[src/rtl/writeback_arbiter.sv]
// Writeback arbiter: buffers results from two arithmetic and two load-store
// units in per-source FIFOs and drains them round-robin onto the register
// file's two write ports, with stall back-pressure and a sticky overflow flag.
module writeback_arbiter #(
  parameter int DEPTH       = 4,
  parameter int STALL_LEVEL = 3
) (
  input  logic        clock_i,
  input  logic        reset_i,
  input  logic        flushBack_i,
  input  logic [3:0]  resValid_i,
  input  logic [3:0]  resIsWb_i,
  input  logic [19:0] resWbAddr_i,
  input  logic [63:0] resData_i,
  output logic        regWrEnA_o,
  output logic [4:0]  regWrAddrA_o,
  output logic [15:0] regWrDataA_o,
  output logic        regWrEnB_o,
  output logic [4:0]  regWrAddrB_o,
  output logic [15:0] regWrDataB_o,
  output logic        stall_o,
  output logic        overflow_o
);

  localparam int PW   = $clog2(DEPTH);
  localparam int CW   = PW + 1;
  localparam int NSRC = 4;

  logic [4:0]      mem_addr   [NSRC][DEPTH];
  logic [15:0]     mem_data   [NSRC][DEPTH];
  logic [PW-1:0]   rd_ptr     [NSRC];
  logic [PW-1:0]   wr_ptr     [NSRC];
  logic [CW-1:0]   count      [NSRC];
  logic [CW-1:0]   count_next [NSRC];
  logic [4:0]      head_addr  [NSRC];
  logic [15:0]     head_data  [NSRC];
  logic [1:0]      rr_ptr;
  logic [1:0]      rr_next;

  logic [NSRC-1:0] push;
  logic [NSRC-1:0] deq;
  logic [NSRC-1:0] full;
  logic [NSRC-1:0] accept;
  logic [NSRC-1:0] drop;

  logic            a_vld;
  logic [1:0]      a_src;
  logic            b_found;
  logic            b_vld;
  logic [1:0]      b_src;
  logic [1:0]      scan_src;
  logic            stall_next;

  // FIFO head entries presented to the arbiter
  always_comb begin
    for (int unsigned s = 0; s < NSRC; s++) begin
      head_addr[s] = mem_addr[s][rd_ptr[s]];
      head_data[s] = mem_data[s][rd_ptr[s]];
    end
  end

  // Round-robin scan from rr_ptr: first non-empty source to port A, next to
  // port B unless B would write the same register as A this cycle
  always_comb begin
    a_vld    = 1'b0;
    a_src    = '0;
    b_found  = 1'b0;
    b_src    = '0;
    b_vld    = 1'b0;
    scan_src = '0;
    for (int unsigned k = 0; k < NSRC; k++) begin
      scan_src = rr_ptr + 2'(k);
      if (count[scan_src] != '0) begin
        if (!a_vld) begin
          a_vld = 1'b1;
          a_src = scan_src;
        end else if (!b_found) begin
          b_found = 1'b1;
          b_src   = scan_src;
        end
      end
    end
    b_vld = b_found && (head_addr[b_src] != head_addr[a_src]);
  end

  // Per-source enqueue/dequeue decisions, next occupancy, stall and pointer
  always_comb begin
    push       = '0;
    deq        = '0;
    full       = '0;
    accept     = '0;
    drop       = '0;
    stall_next = 1'b0;
    for (int unsigned s = 0; s < NSRC; s++) begin
      push[s]   = resValid_i[s] & resIsWb_i[s];
      deq[s]    = (a_vld && (a_src == 2'(s))) || (b_vld && (b_src == 2'(s)));
      full[s]   = (count[s] == CW'(DEPTH));
      // a full FIFO that is also draining this edge still has room
      accept[s] = push[s] && (!full[s] || deq[s]);
      drop[s]   = push[s] && full[s] && !deq[s];
      count_next[s] = count[s] + CW'(accept[s]) - CW'(deq[s]);
      if (count_next[s] >= CW'(STALL_LEVEL)) begin
        stall_next = 1'b1;
      end
    end
    if (b_vld) begin
      rr_next = b_src + 2'd1;
    end else if (a_vld) begin
      rr_next = a_src + 2'd1;
    end else begin
      rr_next = rr_ptr;
    end
  end

  // FIFO storage writes (contents need no reset; occupancy gates visibility)
  always_ff @(posedge clock_i) begin
    if (!reset_i && !flushBack_i) begin
      for (int unsigned s = 0; s < NSRC; s++) begin
        if (accept[s]) begin
          mem_addr[s][wr_ptr[s]] <= resWbAddr_i[5*s +: 5];
          mem_data[s][wr_ptr[s]] <= resData_i[16*s +: 16];
        end
      end
    end
  end

  // FIFO pointers, arbitration pointer and registered outputs
  always_ff @(posedge clock_i) begin
    if (reset_i) begin
      for (int unsigned s = 0; s < NSRC; s++) begin
        rd_ptr[s] <= '0;
        wr_ptr[s] <= '0;
        count[s]  <= '0;
      end
      rr_ptr       <= '0;
      regWrEnA_o   <= 1'b0;
      regWrAddrA_o <= '0;
      regWrDataA_o <= '0;
      regWrEnB_o   <= 1'b0;
      regWrAddrB_o <= '0;
      regWrDataB_o <= '0;
      stall_o      <= 1'b0;
      overflow_o   <= 1'b0;
    end else if (flushBack_i) begin
      for (int unsigned s = 0; s < NSRC; s++) begin
        rd_ptr[s] <= '0;
        wr_ptr[s] <= '0;
        count[s]  <= '0;
      end
      rr_ptr     <= '0;
      regWrEnA_o <= 1'b0;
      regWrEnB_o <= 1'b0;
      stall_o    <= 1'b0;
    end else begin
      for (int unsigned s = 0; s < NSRC; s++) begin
        if (deq[s]) begin
          rd_ptr[s] <= rd_ptr[s] + PW'(1);
        end
        if (accept[s]) begin
          wr_ptr[s] <= wr_ptr[s] + PW'(1);
        end
        count[s] <= count_next[s];
      end
      rr_ptr     <= rr_next;
      regWrEnA_o <= a_vld;
      if (a_vld) begin
        regWrAddrA_o <= head_addr[a_src];
        regWrDataA_o <= head_data[a_src];
      end
      regWrEnB_o <= b_vld;
      if (b_vld) begin
        regWrAddrB_o <= head_addr[b_src];
        regWrDataB_o <= head_data[b_src];
      end
      stall_o <= stall_next;
      if (|drop) begin
        overflow_o <= 1'b1;
      end
    end
  end

endmodule

[config.mk]
export PLATFORM = sky130hd
export DESIGN_NAME = writeback_arbiter
export DESIGN_NICKNAME = d
export VERILOG_FILES = /design/src/rtl/writeback_arbiter.sv
export SDC_FILE = /design/constraint.sdc
export NUM_CORES = 1
export LEC_CHECK = 0
export BUFFER_PORTS_ARGS = -buffer_cell sky130_fd_sc_hd__buf_2
export CORE_MARGIN = 2
export CORE_UTILIZATION = 55
export DETAILED_ROUTE_END_ITERATION = 12
export GPL_TIMING_DRIVEN = 1
export PLACE_DENSITY = 0.77
export SETUP_SLACK_MARGIN = 0.15
export SLEW_MARGIN = 25
export SYNTH_ARGS = -nofsm -noshare
export SYNTH_HDL_FRONTEND = slang
export SYNTH_SLANG_ARGS = --single-unit
[constraint.sdc]
create_clock -name clock_i -period 11.25 [get_ports clock_i]
set_clock_uncertainty 0.05 [all_clocks]
set_input_delay 0.5625 -clock clock_i [delete_from_list [all_inputs] [get_ports clock_i]]
set_output_delay 0.5625 -clock clock_i [all_outputs]
set_load 0.01 [all_outputs]
======== After elaboration in Yosys (flattened, before gate mapping) ========
Memories as Yosys holds them, arrays and structs flattened. A register that Yosys moved wholly into a read port is not among the register bits.
Cells that the tools add are included.
word-level totals
  input bits .............................. 95
  output and inout bits ................... 46
  register bits ........................... 48
  memory bits (read-only) ................. 0
  bits in writable memories ............... 364
  memories kept ........................... 5
  bits in latches ......................... 0
  word-level logic and storage cells ...... 320
operators by class
  magnitude comparators ................... 18
  mux-type cells .......................... 161
  $mul .................................... 0
  shifts and indexed selects .............. 0
  eq/ne operators ......................... 11
  divide/modulo/power cells ............... 0
  bitwise gates (word level) .............. 39
  reductions and logical operators ........ 56
  add/subtract/negate cells ............... 21
memories
  memory    words  width  rd ports  clocked after Yosys merged registers in  wr ports  RTL line  source
  mem_data  4      64     4         0                                        4         30        logic [15:0] mem_data [NSRC][DEPTH];
  mem_addr  4      20     4         0                                        4         29        logic [4:0] mem_addr [NSRC][DEPTH];
  count     4      3      8         1                                        4         33        logic [CW-1:0] count [NSRC];
  rd_ptr    4      2      4         0                                        4         31        logic [PW-1:0] rd_ptr [NSRC];
  wr_ptr    4      2      4         0                                        4         32        logic [PW-1:0] wr_ptr [NSRC];
operators with widths
  operator                                                           number
  2-to-1 mux 16 bit                                                  16
  2-to-1 mux 64 bit                                                  4
  binary-select mux 16 bit (select 2 bit)                            6
  demux 16 bit (select 2 bit)                                        4
  2-to-1 mux 20 bit                                                  4
  2-to-1 mux 5 bit                                                   16
  2-to-1 mux 2 bit                                                   35
  binary-select mux 5 bit (select 2 bit)                             6
  2-to-1 mux 1 bit                                                   58
  demux 5 bit (select 2 bit)                                         4
  greater-or-equal comparator 3 bit, second input constant           10
  NOT 2 -> 3 bit                                                     10
  logical AND 1 bit                                                  26
  2-to-1 mux 3 bit                                                   8
  OR 1 bit                                                           24
  adder 2 x 1 -> 2 bit, second input constant                        11
  adder 3 x 1 -> 3 bit                                               4
  equality test 3 bit, second input constant                         4
  greater-or-equal comparator 3 x 2 -> 1 bit, second input constant  4
  less-than comparator 3 x 1 -> 1 bit, second input constant         4
  nonzero test 3 bit                                                 4
  subtractor 3 x 1 -> 3 bit                                          4
  logical NOT 1 bit                                                  10
  equality test 2 bit, second input constant                         4
  11 further kinds                                                   26

======== Logic depth before layout (Yosys ltp) ========
Gate-level depths: netlist of the first run.
  depth after elaboration ................. 27
  mapped depth ............................ 23

======== Worst setup path after synthesis of the first run ========
Ideal clock, no wire load.
  path kind ............................... register -> register
  start point ............................. memory count[1][2] (netlist name)
  end point ............................... register stall_o
  arrival ................................. 5.413 ns
  library setup time ...................... 0.137 ns
  path slack .............................. 5.650 ns
  cell stages (with the launch flop) ...... 23
  path through ............................ edfxtp_1 nor3_2 mux4_2 inv_1 ha_1 and2_4 or3_1 buf_2 mux2_4 a221oi_2 xnor2_1 nor4_4 a21oi_4 a32oi_4 inv_1 ha_1 inv_1 ha_1 fa_1 a22oi_1 nand2_1 a221oi_1 a41oi_1
RTL lines
  what                  RTL line  source
  start, declared       33
  end signal, assigned  175       stall_o <= stall_next;
  end, declared         21        output logic stall_o,

==> results of run 1 <==
==> flip-flops by register name, indices dropped and copies added, names as in the netlist, named ones only <==
name / cells
count: 12
mem_addr: 80
mem_data: 256
overflow_o: 1
rd_ptr: 8
regWrAddrA_o: 5
regWrAddrB_o: 5
regWrDataA_o: 16
regWrDataB_o: 16
regWrEnA_o: 1
regWrEnB_o: 1
rr_ptr: 2
stall_o: 1
wr_ptr: 8
==> metrics by stage <==
| step | hold slack (ns) | std cells | utilization | setup WS (ns) |
|---|---|---|---|---|
| finish | 0.186 | 1725 | 0.635 | 4.43 |
| global route | 0.177 | 1724 | 0.634 | 3.99 |
| CTS | 0.164 | 1720 | 0.634 | 4.51 |
| detailed placement | 0.395 | 1642 | 0.592 | 4.52 |
| global placement | 0.391 | 1641 | 0.591 | 4.64 |
| floorplan | 0.427 | 1105 | - | 5.65 |
==> routing by layer <==
layer | vias up | global-route usage | routed length (um) | part of all wire
li1 | 4619 | - | - | -
met1 | 5175 | 0.313 | 16200 | 0.41
met2 | 351 | 0.389 | 19800 | 0.50
met3 | 84 | 0.0360 | 2210 | 0.055
met4 | 2 | 0.109 | 1710 | 0.043
met5 | - | 0 | 11 | 0.00028
==> path summary, 6_finish.rpt <==
| path | from | endpoint | slack, ns | cells past startpoint |
|---|---|---|---|---|
| setup reg to reg | rr_ptr[0] | stall_o | 4.43 | 20 |
| setup / recovery | rr_ptr[0] | stall_o | 4.43 | 20 |
| hold reg to reg | regWrAddrA_o[4] | regWrAddrA_o[4] | 0.40 | 2 |
| hold / removal | resData_i[39] | mem_data[2][7] | 0.19 | 1 |
==> kinds of logic after synthesis <==
kind of cell,after synthesis,synth area share
xor gates and xnor gates,22,0.0107
and+or+nand+nor,207,0.0581
buffers and inverters,103,0.0233
DFF,414,0.661
AOI/OAI and AO/OA,149,0.0610
other,1,0.000209
adders and majority gates,30,0.0226
muxes,171,0.163
==> layout make-up <==
cell class / instances / area [um^2]
Inverter: 39 / 146
Fill cell: 2351 / 11800
Sequential cell: 414 / 11900
Timing Repair Buffer: 160 / 866
Antenna cell: 4 / 10.0
Multi-Input combinational cell: 588 / 5750
Tap cell: 442 / 553
Clock inverter: 18 / 151
Clock buffer: 60 / 1200
==> power breakdown <==
group | leakage [nW] | internal (mW) | total, mW | switching [mW]
Combinational | 2.71 | 0.881 | 2.11 | 1.23
Clock | 0.651 | 0.772 | 1.34 | 0.568
Sequential | 3.73 | 1.78 | 1.86 | 0.0834
==> Yosys cell counts, types with 5 or more instances <==
cell type / instances
a211oi_1: 27
a21oi_1: 46
and2_1: 23
and3_1: 22
buf_1: 9
clkbuf_1: 47
dfxtp_1: 57
edfxtp_1: 357
ha_1: 26
inv_1: 38
mux2_2: 16
mux2i_1: 59
mux4_2: 95
nand2_1: 56
nand2b_1: 6
nor2_1: 56
nor3_1: 10
o211ai_1: 19
o21ai_0: 8
o32ai_1: 5
or3_1: 9
xnor2_1: 18
==> worst max-delay path: stages (launching register included) <==
cell	delay, ns
dfxtp_1	0.90
inv_1	0.52
mux4_2	0.48
xnor2_1	0.15
a311oi_1	0.53
a21o_1	0.14
buf_4	0.43
mux4_2	0.59
xor2_1	0.18
nor4_4	0.45
a21oi_4	0.17
a32oi_4	0.40
inv_1	0.09
ha_1	0.28
inv_1	0.04
ha_1	0.20
fa_1	0.45
a22oi_1	0.18
nand2_1	0.08
a221oi_1	0.21
a41oi_1	0.14
==> out/metrics.cfg, run 1 <==
[status]
status=finished clean

[worst_setup_path]
worstPathArrival_ns=7.17
path_max_fanout=38
critPathLaunchType=register
worstPathRequired_ns=11.60
critical_path_class=reg2reg
critPathCaptureType=register

[cts]
clockBufferDepth=3
cts_max_level=2
post_cts_buffers=0
clock_latency_ns=0.54
cts_buffers=43
ctsHoldBuffers=0
cts_root_buf=clkbuf_16
clkSinkCount=414
cts_resized=0
cts.clk_slew.worst_paths_ns=0.06
cts_tree=yes

[floorplan]
die_width_um=185
start_util=0.554
rows=66
die_h_um=185
io_pins=141
dieArea_mm2=0.0341
core_region_area_mm2=0.0324

[yosys]
synthCells=1097
synth_edf_count=357
synth-main-ff-cell=edfxtp_1
synth_area_leaders=edfxtp_1 (60%), mux4_2 (12%), dfxtp_1 (6.4%), mux2i_1 (3.3%), ha_1 (1.8%)
synth_seq_cells=414
netlist.area_leader.share=0.597
syn-cell-area_mm2=0.0179
synth_top_area_cell=edfxtp_1
ys_seq_area_frac=0.661
yosys_warnings=0
synth_area_per_cell_um2=16.4
synth.distinct_cells=72
asyncSetResetFlopFracSynth=0

[pwr]
powerDensity_mw_per_mm2=259
p_total_mw=5.31
vdd_drop_max_mv=0.166
leakagePower_nw=7.09

[timing]
setup_viol=0
min_period_ns=6.82
rsz0062_at_grt=false
slew_headroom=0.356
setup_tns_ns=0
timing.fmax_mhz=147
tightest_slew_ns=0.964
final-max-slew-violation-count=0
hold_viol=0
period_share=0.606

[global_route]
grt_start_max_net_pins=49
track_usage=0.236
antenna_found_initial=5
grt_pass1_vias=9988
grt_overflow_total=0
grt_pass1_wl_mm=59.4

[min_path]
hp-class=in2reg

[drt]
via_per_inst=5.93
via_count=10231
routed_wl_mm=40.0
firstDrtPassIters=5
wl_per_cell_um=23.2
dr.first_iter.drc_count=927
route.detailed.drc=0
ant_nets=0

[cells_and_area]
final_cell_mix=edfxtp_1 (357), buf_2 (140), mux4_2 (95)
final_common_cell=edfxtp_1
area_growth_pct=14.5
final_area_mm2=0.0205
nNetsFinal=1371
layout-drive-gt1-share=0.291

[placement]
dpl.hpwl_mm=27.5
post_dp_cell_area_mm2=0.0192
globalplace.congestion=0.895
io_buffers=140

[flow_run]
cap_violations=0

(Power assumes the default switching activity.)
==> run 2, diff against run 1 <==
- ABC_AREA: not set -> 1
- CORE_UTILIZATION: 55 -> 54
- PLACE_DENSITY: 0.77 -> 0.79
- clock period: 11.25 -> 5.75 ns (I/O delays scaled with it)
==> out/metrics.cfg, run 2 <==
[yosys]
synth_edf_count=357
synth.distinct_cells=44
yosys_warnings=0
synth_area_per_cell_um2=11.2
syn-cell-area_mm2=0.0179
asyncSetResetFlopFracSynth=0
synth_area_leaders=edfxtp_1 (60%), dfxtp_1 (6.4%), nand2_1 (6.1%), o21ai_0 (3.9%), nor2_1 (3.5%)
synthCells=1601
post-synth-top-count-cell=edfxtp_1
ys_seq_area_frac=0.661
netlist.area_leader.share=0.597
synth_seq_cells=414
synth_top_area_cell=edfxtp_1
synth-main-ff-cell=edfxtp_1
yosys-top-cells-count=edfxtp_1 (357), nand2_1 (294), nor2_1 (169)

[cts]
cts_root_buf=clkbuf_16
cts_tree=yes
clockBufferDepth=3
cts.clk_slew.worst_paths_ns=0.07
cts_resized=0
clkSinkCount=414
ctsHoldBuffers=84
post_cts_buffers=0
clock_latency_ns=0.55
cts_buffers=42
cts_max_level=2

[timing]
timing.fmax_mhz=201
period_share=0.865
min_period_ns=4.97
rsz0062_at_grt=false
setup_tns_ns=0
slew_headroom=0.385
hold_viol=0
setup_viol=0
final-max-slew-violation-count=0
tightest_slew_ns=0.917

[global_route]
grt_start_max_net_pins=46
antenna_found_initial=0
track_usage=0.270
busiest_layer=met2
use_met3=0.0470
grt_util_met1=0.361
grt_pass1_vias=12934
grt_overflow_total=0
met2_usage=0.443
grt_pass1_wl_mm=73.1

[worst_setup_path]
worstPathArrival_ns=5.32
critical_path.max_stage_delay_ns=0.79
rrSetupSlack_ns=0.78
timing.rr.end=stall_o
critPathCaptureType=register
cp_num_buf_inv=5
critPathLaunchType=register
reg2reg_from=rr_ptr[0]
crit_family=simple AND/OR/NAND/NOR gates
slowest_stage=dfxtp_1
cp_common_cell=nand2_1
path_max_fanout=18
reg2reg_depth=31
worstPathRequired_ns=6.10
critical_path_class=reg2reg

[cells_and_area]
largest_register_ffs=256
area_growth_pct=19.6
antennaDiodeCount=0
nNetsFinal=1967
final_cell_mix=edfxtp_1 (357), nand2_1 (294), nor2_1 (168)
final_common_cell=edfxtp_1
layout-drive-gt1-share=0.170

[floorplan]
die_h_um=186
io_pins=141
core_region_area_mm2=0.0326
start_util=0.550
die_width_um=186
dieArea_mm2=0.0347
rows=66

[placement]
io_buffers=140
globalplace.congestion=0.916
dpl.hpwl_mm=31.1

[min_path]
holdPathStages=4
min_from=reset_i
hold_end=wr_ptr[2][1]
hp-class=in2reg

[drt]
dr.first_iter.drc_count=1375
wl_per_cell_um=20.5
firstDrtPassIters=6
via_count=13424
routed_wl_mm=47.5
ant_nets=0
via_per_inst=5.79
route.detailed.drc=0

[pwr]
powerDensity_mw_per_mm2=554
vdd_drop_max_mv=0.357
leakagePower_nw=8.29
p_total_mw=11.9

[status]
status=finished clean

[flow_run]
cap_violations=0

-- run 2: cell types whose count changed after synthesis, sizes merged, moves of 24 or more --
| cell | delta |
|---|---|
| mux4 | -95 |
| nor2 | +139 |
| inv | +74 |
| nand2 | +260 |
| nand3 | +51 |
| and2 | -24 |
| a211oi | -27 |
| mux2i | -57 |
| o22ai | +51 |
| o21ai | +153 |
-- run 2: final cells by class --
class	count	area (um^2)
Sequential cell	414	11900
Multi-Input combinational cell	997	5350
Tap cell	442	553
Clock inverter	24	263
Clock buffer	54	1130
Fill cell	2333	11200
Timing Repair Buffer	266	1860
Inverter	121	457
-- run 2: power by group --
| group | total [mW] | leakage [nW] | switching, mW | internal [mW] |
|---|---|---|---|---|
| Combinational | 5.43 | 3.88 | 3.72 | 1.71 |
| Sequential | 3.71 | 3.73 | 0.203 | 3.51 |
| Clock | 2.74 | 0.676 | 1.12 | 1.62 |
-- run 2: worst register-to-register path: cells and delay by family, from the launching register on --
kind	cells	cell delay (ns)
AND/OR/NAND/NOR	19	2.21
adder cells (fa/ha/maj)	3	0.91
flip-flops	1	0.79
AO/OA/AOI/OAI	4	0.47
buffers and inverters	5	0.40
-- run 2: how the worst max path moves through the flow --
stage / startpoint / end / slack (ns) / cells past startpoint
floorplan: count[1][1] / stall_o / 1.64 / 34
global placement: rr_ptr[0] / stall_o / 0.98 / 31
detailed placement: rr_ptr[0] / stall_o / 0.85 / 31
CTS: rr_ptr[0] / stall_o / 0.83 / 31
global route: rr_ptr[0] / stall_o / 0.36 / 31
finish: rr_ptr[0] / stall_o / 0.78 / 31
-- run 2: logic make-up after synthesis --
kind of cell	Yosys count	synth area share
AOI/OAI and AO/OA	375	0.127
muxes	2	0.00112
buffers and inverters	198	0.0430
DFF	414	0.661
and+or+nand+nor	576	0.143
xor gates and xnor gates	5	0.00244
other	1	0.000209
adders and majority gates	30	0.0226
-- run 2: through the flow --
step	utilization	cells	setup slack [ns]	area (um^2)	hold WS [ns]
6_report	0.658	2318	0.777	21500	0.0753
5_1_grt	0.658	2318	0.359	21500	0.103
4_1_cts	0.658	2318	0.832	21500	0.0625
3_5_place_dp	0.590	2156	0.854	19200	0.428
3_3_place_gp	0.590	2156	0.982	19200	0.391
2_1_floorplan	-	1609	1.64	18000	0.336
-- run 2: routing by layer --
metal / up-vias / share of wire
met5: - / 0
met2: 697 / 0.47
met3: 125 / 0.085
met1: 6415 / 0.40
li1: 6187 / -
met4: 0 / 0.043
==> run 3, diff against run 2 <==
- CORE_UTILIZATION: 54 -> 55
- CTS_BUF_LIST: not set -> sky130_fd_sc_hd__clkbuf_8
- PLACE_DENSITY: 0.79 -> 0.8
==> out/metrics.cfg, run 3 (same netlist as run 2, synthesis figures left out) <==
[status]
status=finished clean

[cells_and_area]
area_growth_pct=18.5
final_cell_mix=edfxtp_1 (357), nand2_1 (294), nor2_1 (168)
nNetsFinal=1988
n_fill_cell=2403
layout-drive-gt1-share=0.179
fin_cells=2354
seqCellArea_mm2=0.0119
multi_input_area_mm2=0.00535
final_common_cell=edfxtp_1
antennaDiodeCount=0
final_util=0.657
largest_register_ffs=256
final_area_mm2=0.0213

[timing]
period_share=0.840
min_period_ns=4.83
hold_viol=0
setup_ws_ns=0.919
setup_tns_ns=0
final-max-slew-violation-count=0
setup_viol=0
slew_headroom=0.319
rsz0062_at_grt=false
whs_ns=0.0377
timing.fmax_mhz=207
tightest_slew_ns=1.02

[placement]
place_ws_ns=1.03
dp.cells=2153
post_dp_cell_area_mm2=0.0192
dpl.hpwl_mm=30.8
globalplace.congestion=0.889
io_buffers=140

[cts]
cts_buffers=66
cts_resized=0
cts.clk_slew.worst_paths_ns=0.06
clockBufferDepth=3
cts_tree=yes
clkSinkCount=414
cts_root_buf=clkbuf_8
clock_latency_ns=0.58
cts_max_level=3

[floorplan]
core_region_area_mm2=0.0324
dieArea_mm2=0.0341
die_h_um=185
start_util=0.554
die_width_um=185
io_pins=141
rows=66

[global_route]
grt_pass1_wl_mm=70.4
grt_start_max_net_pins=48
antenna_found_initial=0
grt_pass1_vias=12687
grt_overflow_total=0
track_usage=0.274

[pwr]
leakagePower_nw=8.30
p_total_mw=11.5
vdd_drop_max_mv=0.352
powerDensity_mw_per_mm2=540

[worst_setup_path]
rrSetupSlack_ns=0.92
timing.rr.end=stall_o
worstPathArrival_ns=5.22
critPathLaunchType=register
worstPathRequired_ns=6.14
critPathCaptureType=register
reg2reg_from=rr_ptr[0]
critical_path_class=reg2reg
slowest_stage=dfxtp_1
path_max_fanout=18
reg2reg_depth=31
critical_path.max_stage_delay_ns=0.60
cp_common_cell=nand2_1

[min_path]
holdPathStages=4
min_from=flushBack_i
hold_end=wr_ptr[2][1]
hp-class=in2reg

[drt]
firstDrtPassIters=8
wl_per_cell_um=20.0
routed_wl_mm=47.0
via_count=13415
route.detailed.drc=0
ant_nets=0
via_per_inst=5.70
dr.first_iter.drc_count=1619

[flow_run]
cap_violations=0

run 3: cell count changes in the layout (fill, tap and decap cells not counted), moves of 3 or more:
cell and change:
bufinv_16 -4, clkbuf_1 -10, inv_1 +25, buf_4 -3, clkbuf_16 -43, clkinv_2 +3
clkbuf_8 +70
run 3: worst max path at each step:
| stage | startpoint | end |
|---|---|---|
| 6_report | rr_ptr[0] | stall_o |
| 5_1_grt | count[1][1] | stall_o |
| 4_1_cts | rr_ptr[0] | stall_o |
| 3_5_place_dp | count[1][1] | stall_o |
| 3_3_place_gp | count[1][1] | stall_o |
| 2_1_floorplan | count[1][1] | stall_o |
run 3: critical path, delay by kind of cell, from the launching register on:
family,cells,cell delay [ns]
adder cells (fa/ha/maj),3,0.90
AO/OA/AOI/OAI,4,0.45
flip-flops,1,0.60
buffers and inverters,4,0.33
AND/OR/NAND/NOR,20,2.35
run 3: metal layers:
layer  global-route usage  share of wire  vias up
li1                     -              -     6235
met1                0.362           0.39     6405
met2                0.443           0.47      667
met3               0.0613          0.094      108
met4                0.112          0.039        0
met5                    0              0        -
run 3: power by group:
part           switching [mW]  leakage, nW  internal [mW]
Combinational            3.74         3.87           1.72
Clock                    1.14        0.709           1.19
Sequential              0.197         3.73           3.51
run 3: timing repair:
action	in CTS	in global routing
endpoints found under the hold margin	336	0
setup buffers	0	0
hold buffers	84	0
run 3: layout make-up:
type                       count  area share
inverter                     121      0.0215
tap                          442      0.0260
multi-input combinational    997       0.251
sequential                   414       0.558
timing repair buffer         263      0.0862
clock inverter                46      0.0112
clock buffer                  71      0.0459
